==> src/rtl/ex_muldiv_unit.sv <==
// Iterative 32-bit multiply/divide unit for the EX stage; owns HI/LO and
// stalls the pipeline while a 32-iteration shift-add or restoring divide runs.
module ex_muldiv_unit (
  input  logic        clk,
  input  logic        rst,
  input  logic        md_start_Ex,
  input  logic [2:0]  md_op_Ex,
  input  logic        rd_hilo_Ex,
  input  logic        cancel_Ex,
  input  logic [31:0] busA_Ex,
  input  logic [31:0] busB_Ex,
  output logic [31:0] hi_Ex,
  output logic [31:0] lo_Ex,
  output logic        busy_Ex,
  output logic        md_stall
);

  typedef enum logic [1:0] {IDLE, CALC, FIX} state_t;

  state_t      state_q;
  logic [4:0]  count_q;
  logic [31:0] hi_q, lo_q;
  logic [31:0] accHi_q, accLo_q, opnd_q, origA_q;
  logic        isDiv_q, negRes_q, negRem_q, divZero_q;

  logic        isSigned, aNeg, bNeg;
  logic [31:0] absA, absB;
  logic [32:0] mulSum;
  logic [32:0] divShift;
  logic [33:0] divDiff;
  logic        divOk;
  logic [31:0] stepHi, stepLo;
  logic [63:0] product;
  logic [31:0] fixHi, fixLo;

  always_comb begin
    isSigned = ~md_op_Ex[0];
    aNeg     = isSigned & busA_Ex[31];
    bNeg     = isSigned & busB_Ex[31];
    absA     = aNeg ? (32'd0 - busA_Ex) : busA_Ex;
    absB     = bNeg ? (32'd0 - busB_Ex) : busB_Ex;
  end

  // One iteration: multiply adds opnd into the upper half and shifts right;
  // divide shifts the dividend into the partial remainder and tries a subtract.
  always_comb begin
    mulSum   = {1'b0, accHi_q} + (accLo_q[0] ? {1'b0, opnd_q} : 33'd0);
    divShift = {accHi_q, accLo_q[31]};
    divDiff  = {1'b0, divShift} - {2'b00, opnd_q};
    divOk    = ~divDiff[33];
    stepHi   = mulSum[32:1];
    stepLo   = {mulSum[0], accLo_q[31:1]};
    if (isDiv_q) begin
      stepHi = divOk ? divDiff[31:0] : divShift[31:0];
      stepLo = {accLo_q[30:0], divOk};
    end
  end

  always_comb begin
    product = {accHi_q, accLo_q};
    if (negRes_q) product = 64'd0 - product;
    fixHi = product[63:32];
    fixLo = product[31:0];
    if (isDiv_q) begin
      fixLo = negRes_q ? (32'd0 - accLo_q) : accLo_q;
      fixHi = negRem_q ? (32'd0 - accHi_q) : accHi_q;
      if (divZero_q) begin
        fixLo = 32'hFFFF_FFFF;
        fixHi = origA_q;
      end
    end
  end

  // Cancel only aborts CALC; once in FIX the result is committed.
  always_ff @(posedge clk) begin
    if (rst) begin
      state_q   <= IDLE;
      count_q   <= 5'd0;
      hi_q      <= 32'd0;
      lo_q      <= 32'd0;
      accHi_q   <= 32'd0;
      accLo_q   <= 32'd0;
      opnd_q    <= 32'd0;
      origA_q   <= 32'd0;
      isDiv_q   <= 1'b0;
      negRes_q  <= 1'b0;
      negRem_q  <= 1'b0;
      divZero_q <= 1'b0;
    end else begin
      case (state_q)
        IDLE: begin
          if (md_start_Ex && !cancel_Ex) begin
            case (md_op_Ex)
              3'b000, 3'b001, 3'b010, 3'b011: begin
                accHi_q   <= 32'd0;
                accLo_q   <= absA;
                opnd_q    <= absB;
                origA_q   <= busA_Ex;
                isDiv_q   <= md_op_Ex[1];
                negRes_q  <= aNeg ^ bNeg;
                negRem_q  <= aNeg;
                divZero_q <= (busB_Ex == 32'd0);
                count_q   <= 5'd0;
                state_q   <= CALC;
              end
              3'b100:  hi_q <= busA_Ex;
              3'b101:  lo_q <= busA_Ex;
              default: ;
            endcase
          end
        end
        CALC: begin
          if (cancel_Ex) begin
            state_q <= IDLE;
            count_q <= 5'd0;
          end else begin
            accHi_q <= stepHi;
            accLo_q <= stepLo;
            count_q <= count_q + 5'd1;
            if (count_q == 5'd31) state_q <= FIX;
          end
        end
        FIX: begin
          hi_q    <= fixHi;
          lo_q    <= fixLo;
          count_q <= 5'd0;
          state_q <= IDLE;
        end
        default: state_q <= IDLE;
      endcase
    end
  end

  assign hi_Ex    = hi_q;
  assign lo_Ex    = lo_q;
  assign busy_Ex  = (state_q != IDLE);
  assign md_stall = busy_Ex & (md_start_Ex | rd_hilo_Ex);

endmodule

==> config.mk <==
export PLATFORM = sky130hd
export DESIGN_NAME = ex_muldiv_unit
export DESIGN_NICKNAME = d
export VERILOG_FILES = /design/src/rtl/ex_muldiv_unit.sv
export SDC_FILE = /design/constraint.sdc
export NUM_CORES = 1
export LEC_CHECK = 0
export CELL_PAD_IN_SITES_DETAIL_PLACEMENT = 1
export CELL_PAD_IN_SITES_GLOBAL_PLACEMENT = 2
export CORE_MARGIN = 4
export CORE_UTILIZATION = 34
export DETAILED_ROUTE_END_ITERATION = 12
export PLACE_DENSITY_LB_ADDON = 0.1
export SLEW_MARGIN = 10
export SYNTH_ARGS = -nofsm -noshare
export SYNTH_HDL_FRONTEND = slang
export SYNTH_SLANG_ARGS = --single-unit
==> constraint.sdc <==
create_clock -name clk -period 4.65 [get_ports clk]
set_input_delay 1.1625 -clock clk [delete_from_list [all_inputs] [get_ports clk]]
set_output_delay 1.1625 -clock clk [all_outputs]
set_load 0.005 [all_outputs]
==> key figures, run 1 <==
Logic synthesis
  • Avg Cell Area, Syn: between 7 and 8 um2
  • Syn nets: about 2.4k
  • Sequential area share after synthesis: 25.40%
  • Asr flop ratio synth: 0%
  • Cells after synthesis: 2231
  • Post-synth EDFFs: 0
  • Synth Cell Area: around 16000 um2
  • Yosys reg bits: 203
  • Distinct cells, synth: 78
  • YS warnings: 0
  • Top FF cell, synth: dfxtp_1

Drt
  • Drt via density: 5.856
  • Initial DRC count: 1160
  • # DRC: 0
  • Antenna Violating Nets Remaining: 0
  • Routed WL per cell: 24.05 um
  • DR vias: about 17k
  • DRT Pass-1 Iters: 5
  • Final wirelength: 70.86 mm

Power and ir drop
  • Worst VDD drop: 0.2110 mV
  • P per Cell Area: roughly 260 nW/um2
  • Total power: slightly below 5000 uW
  • Leakage: 0.007013 uW

Critical path
  • FF-to-FF Start: accLo_q[11]
  • R2R depth: 9
  • Crit path max-delay family: simple AND/OR/NAND/NOR gates
  • CP endpoint kind: register
  • FF-to-FF End: hi_Ex[10]
  • Crit-path max FO: 14
  • Crit path max-delay cell type: or2_0
  • Worst EP arrival: approximately 4.5 ns
  • R2R Setup Slk: slightly above 0.6 ns
  • Crit-path cells: or4_1, nor3_1, nand4_1, or2_0, o41ai_1, xor2_1, nor2_1, o221ai_1, a21oi_1
  • Required @ worst endpoint: just over 5 ns
  • Crit path kind: register to register
  • Crit path buffers/inverters: 0
  • Slowest stage delay, CP: 0.71 ns
  • Startpoint Class: register

Timing
  • Setup TNS: 0 ns
  • Min setup slack post-route: between 0.6 and 0.7 ns
  • Min cycle time layout: 4.038 ns
  • Worst slew pin tran: 1.103 ns
  • Max Slew Vio Count: 0
  • Final hold violation count: 0
  • Fmax: 0.2477 GHz
  • Endpoints failing setup: 0
  • Final worst path period share: 86.84%
  • WHS: 0.4524 ns
  • Unrepaired setup endpoints after global routing: false
  • Worst relative slew slack: 26.45%
  • Clock Skews: about 0.017 ns

Placed design
  • IO buf count: 137
  • DP Area: ~18000 um2
  • Dpl ws: between 0.2 and 0.3 ns
  • Routability congestion estimate: a little under 0.9
  • DP Wirelength: 53.99 mm

Die
  • Initial Util: 34.37%
  • Die Y: 224.9 um
  • Die area: just over 50000 um2
  • Row cnt: 79
  • Io pins: 138
  • Core area: 46560 um2
  • Die Width: approximately 220 um

Clock network
  • Total CTS buffers: 27
  • Hold Buf Count CTS: 0
  • Post-CTS Setup Bufs: 0
  • CTS tree: yes
  • CTS resizes: 0
  • H-Tree Depth: 1
  • Root Buffer: clkbuf_16
  • Clk slew on worst S/H paths: 0.06 ns
  • CTS sink cnt: between 200 and 250
  • Clock buffer depth: 3
  • Clock Latency Late Sink: 0.58 ns

Global routing
  • Antenna violations before repair: 0
  • Largest net degree at the start of global routing: 64
  • Total track usage: 27.23%
  • Remaining Overflow, GRT: 0
  • Number of global-route vias before repair: roughly 17k
  • First-pass GRT wire length: 108.7 mm

Layout
  • Layout area overhead: 19.56%
  • Most frequent cells in the layout: nand2_1, a21oi_1, dfxtp_1
  • # diodes: 0
  • Most common cell after layout, fill and taps aside: nand2_1
  • Share of cells above drive strength 1: 7.140%
  • Nets: 2466
  • Post-route cell area: between 15000 and 20000 um2

Min path
  • Worst min path class: register to register
  • Hold Path Origin: lo_Ex[23]
  • WHS Endpoint: lo_Ex[23]
  • Hold path depth: 2

Flow run
  • Max_cap viols: 0

Outcome
  • Status: finished, final reports clean
## report_power, final
group          internal (uW)  switching, uW
Clock                   1320            877
Sequential              1790           52.1
Combinational            346            592
Total                   3450           1520
## area by class of cell
type,instances,area (um2)
fillers,5809,27430
flip-flops and latches,203,4069
inverters,80,300.3
clock buffers,39,770.7
well taps,607,759.5
multi-input cells,1784,11050
clock inverters,10,140.1
repair buffers,223,2043
## cell families after synthesis
kind of cell	synth area share (%)
simple gates	22.36
compound gates	29.07
buf+inv	5.865
flops	25.40
xor+xnor	8.868
fa+ha+maj	5.959
mux	2.479
## flip-flops by register name, summed over array words and instances (netlist names), 2 cells and up
register	count
count_q	5
opnd_q	32
accHi_q	32
origA_q	32
state_q	2
accLo_q	32
hi_Ex	32
lo_Ex	32
## metal layers
layer / up-vias / global-route usage, % / part of all wire, %
met5: - / 0 / 0
met4: 0 / 10.85 / 4.6
met3: 113 / 2.175 / 3.8
met2: 388 / 45.48 / 47
met1: 8512 / 36.61 / 45
li1: 8238 / - / -
## per-stage QoR
step / util, % / instances
after CTS: 41.09 / 2946
after global routing: 41.09 / 2946
final: 41.09 / 2946
after floorplan: - / 2231
after detailed placement: 39.13 / 2897
after global placement: 39.13 / 2897
## cell usage after synthesis, types with 6 or more instances
library cell  number  area, um2
a211oi_1          42      315.3
a21o_1            28      210.2
a21oi_1          246       1231
a22oi_1           17      127.6
a311oi_1          14      122.6
a31oi_1           31      193.9
and2_1            12      75.07
and3_1             6      37.54
buf_1              9      33.78
clkbuf_1         149      559.3
dfxtp_1          203       4064
ha_1              73      913.4
inv_1             80      300.3
mux2i_1           34      340.3
nand2_1          299       1122
nand2b_1          31      193.9
nand3_1           52      260.3
nand4_1           10      62.56
nor2_1           198      743.2
nor2b_1           12      75.07
nor3_1            38      190.2
nor3b_1            9      67.56
nor4_1            17      106.4
o211ai_1          45      337.8
o21a_1             8      60.06
o21ai_0          141      705.7
o21bai_1           9      67.56
o221ai_1          37      324.1
o22ai_1           11      68.82
o31ai_1           31      232.7
o41ai_1           13      113.9
or2_2              8      50.05
or3_1             38      237.7
or4_1             20      150.1
xnor2_1          101      884.6
xor2_1            61      534.3
## worst max path at each step
stage,from,slack (ns),to,cells past startpoint
after floorplan,busB_Ex[0],1.06,opnd_q[26],11
after global placement,busB_Ex[0],0.38,opnd_q[26],12
after detailed placement,busB_Ex[0],0.28,opnd_q[26],12
after CTS,accLo_q[11],0.67,hi_Ex[10],9
after global routing,accLo_q[11],0.43,hi_Ex[10],9
final,accLo_q[11],0.61,hi_Ex[10],9
## tightest hold or removal path, cell delays in order, from the launching register on
cell and delay (ns):
dfxtp_1 0.31, nand2_1 0.05, a21oi_1 0.05
Note: power is estimated with default switching activity, not from simulation.
==> inputs of run 2 (changes only) <==
- CAP_MARGIN: not set -> 20
==> results of run 2 <==
No change in the layout: final DEF, timing and power equal those of run 1.
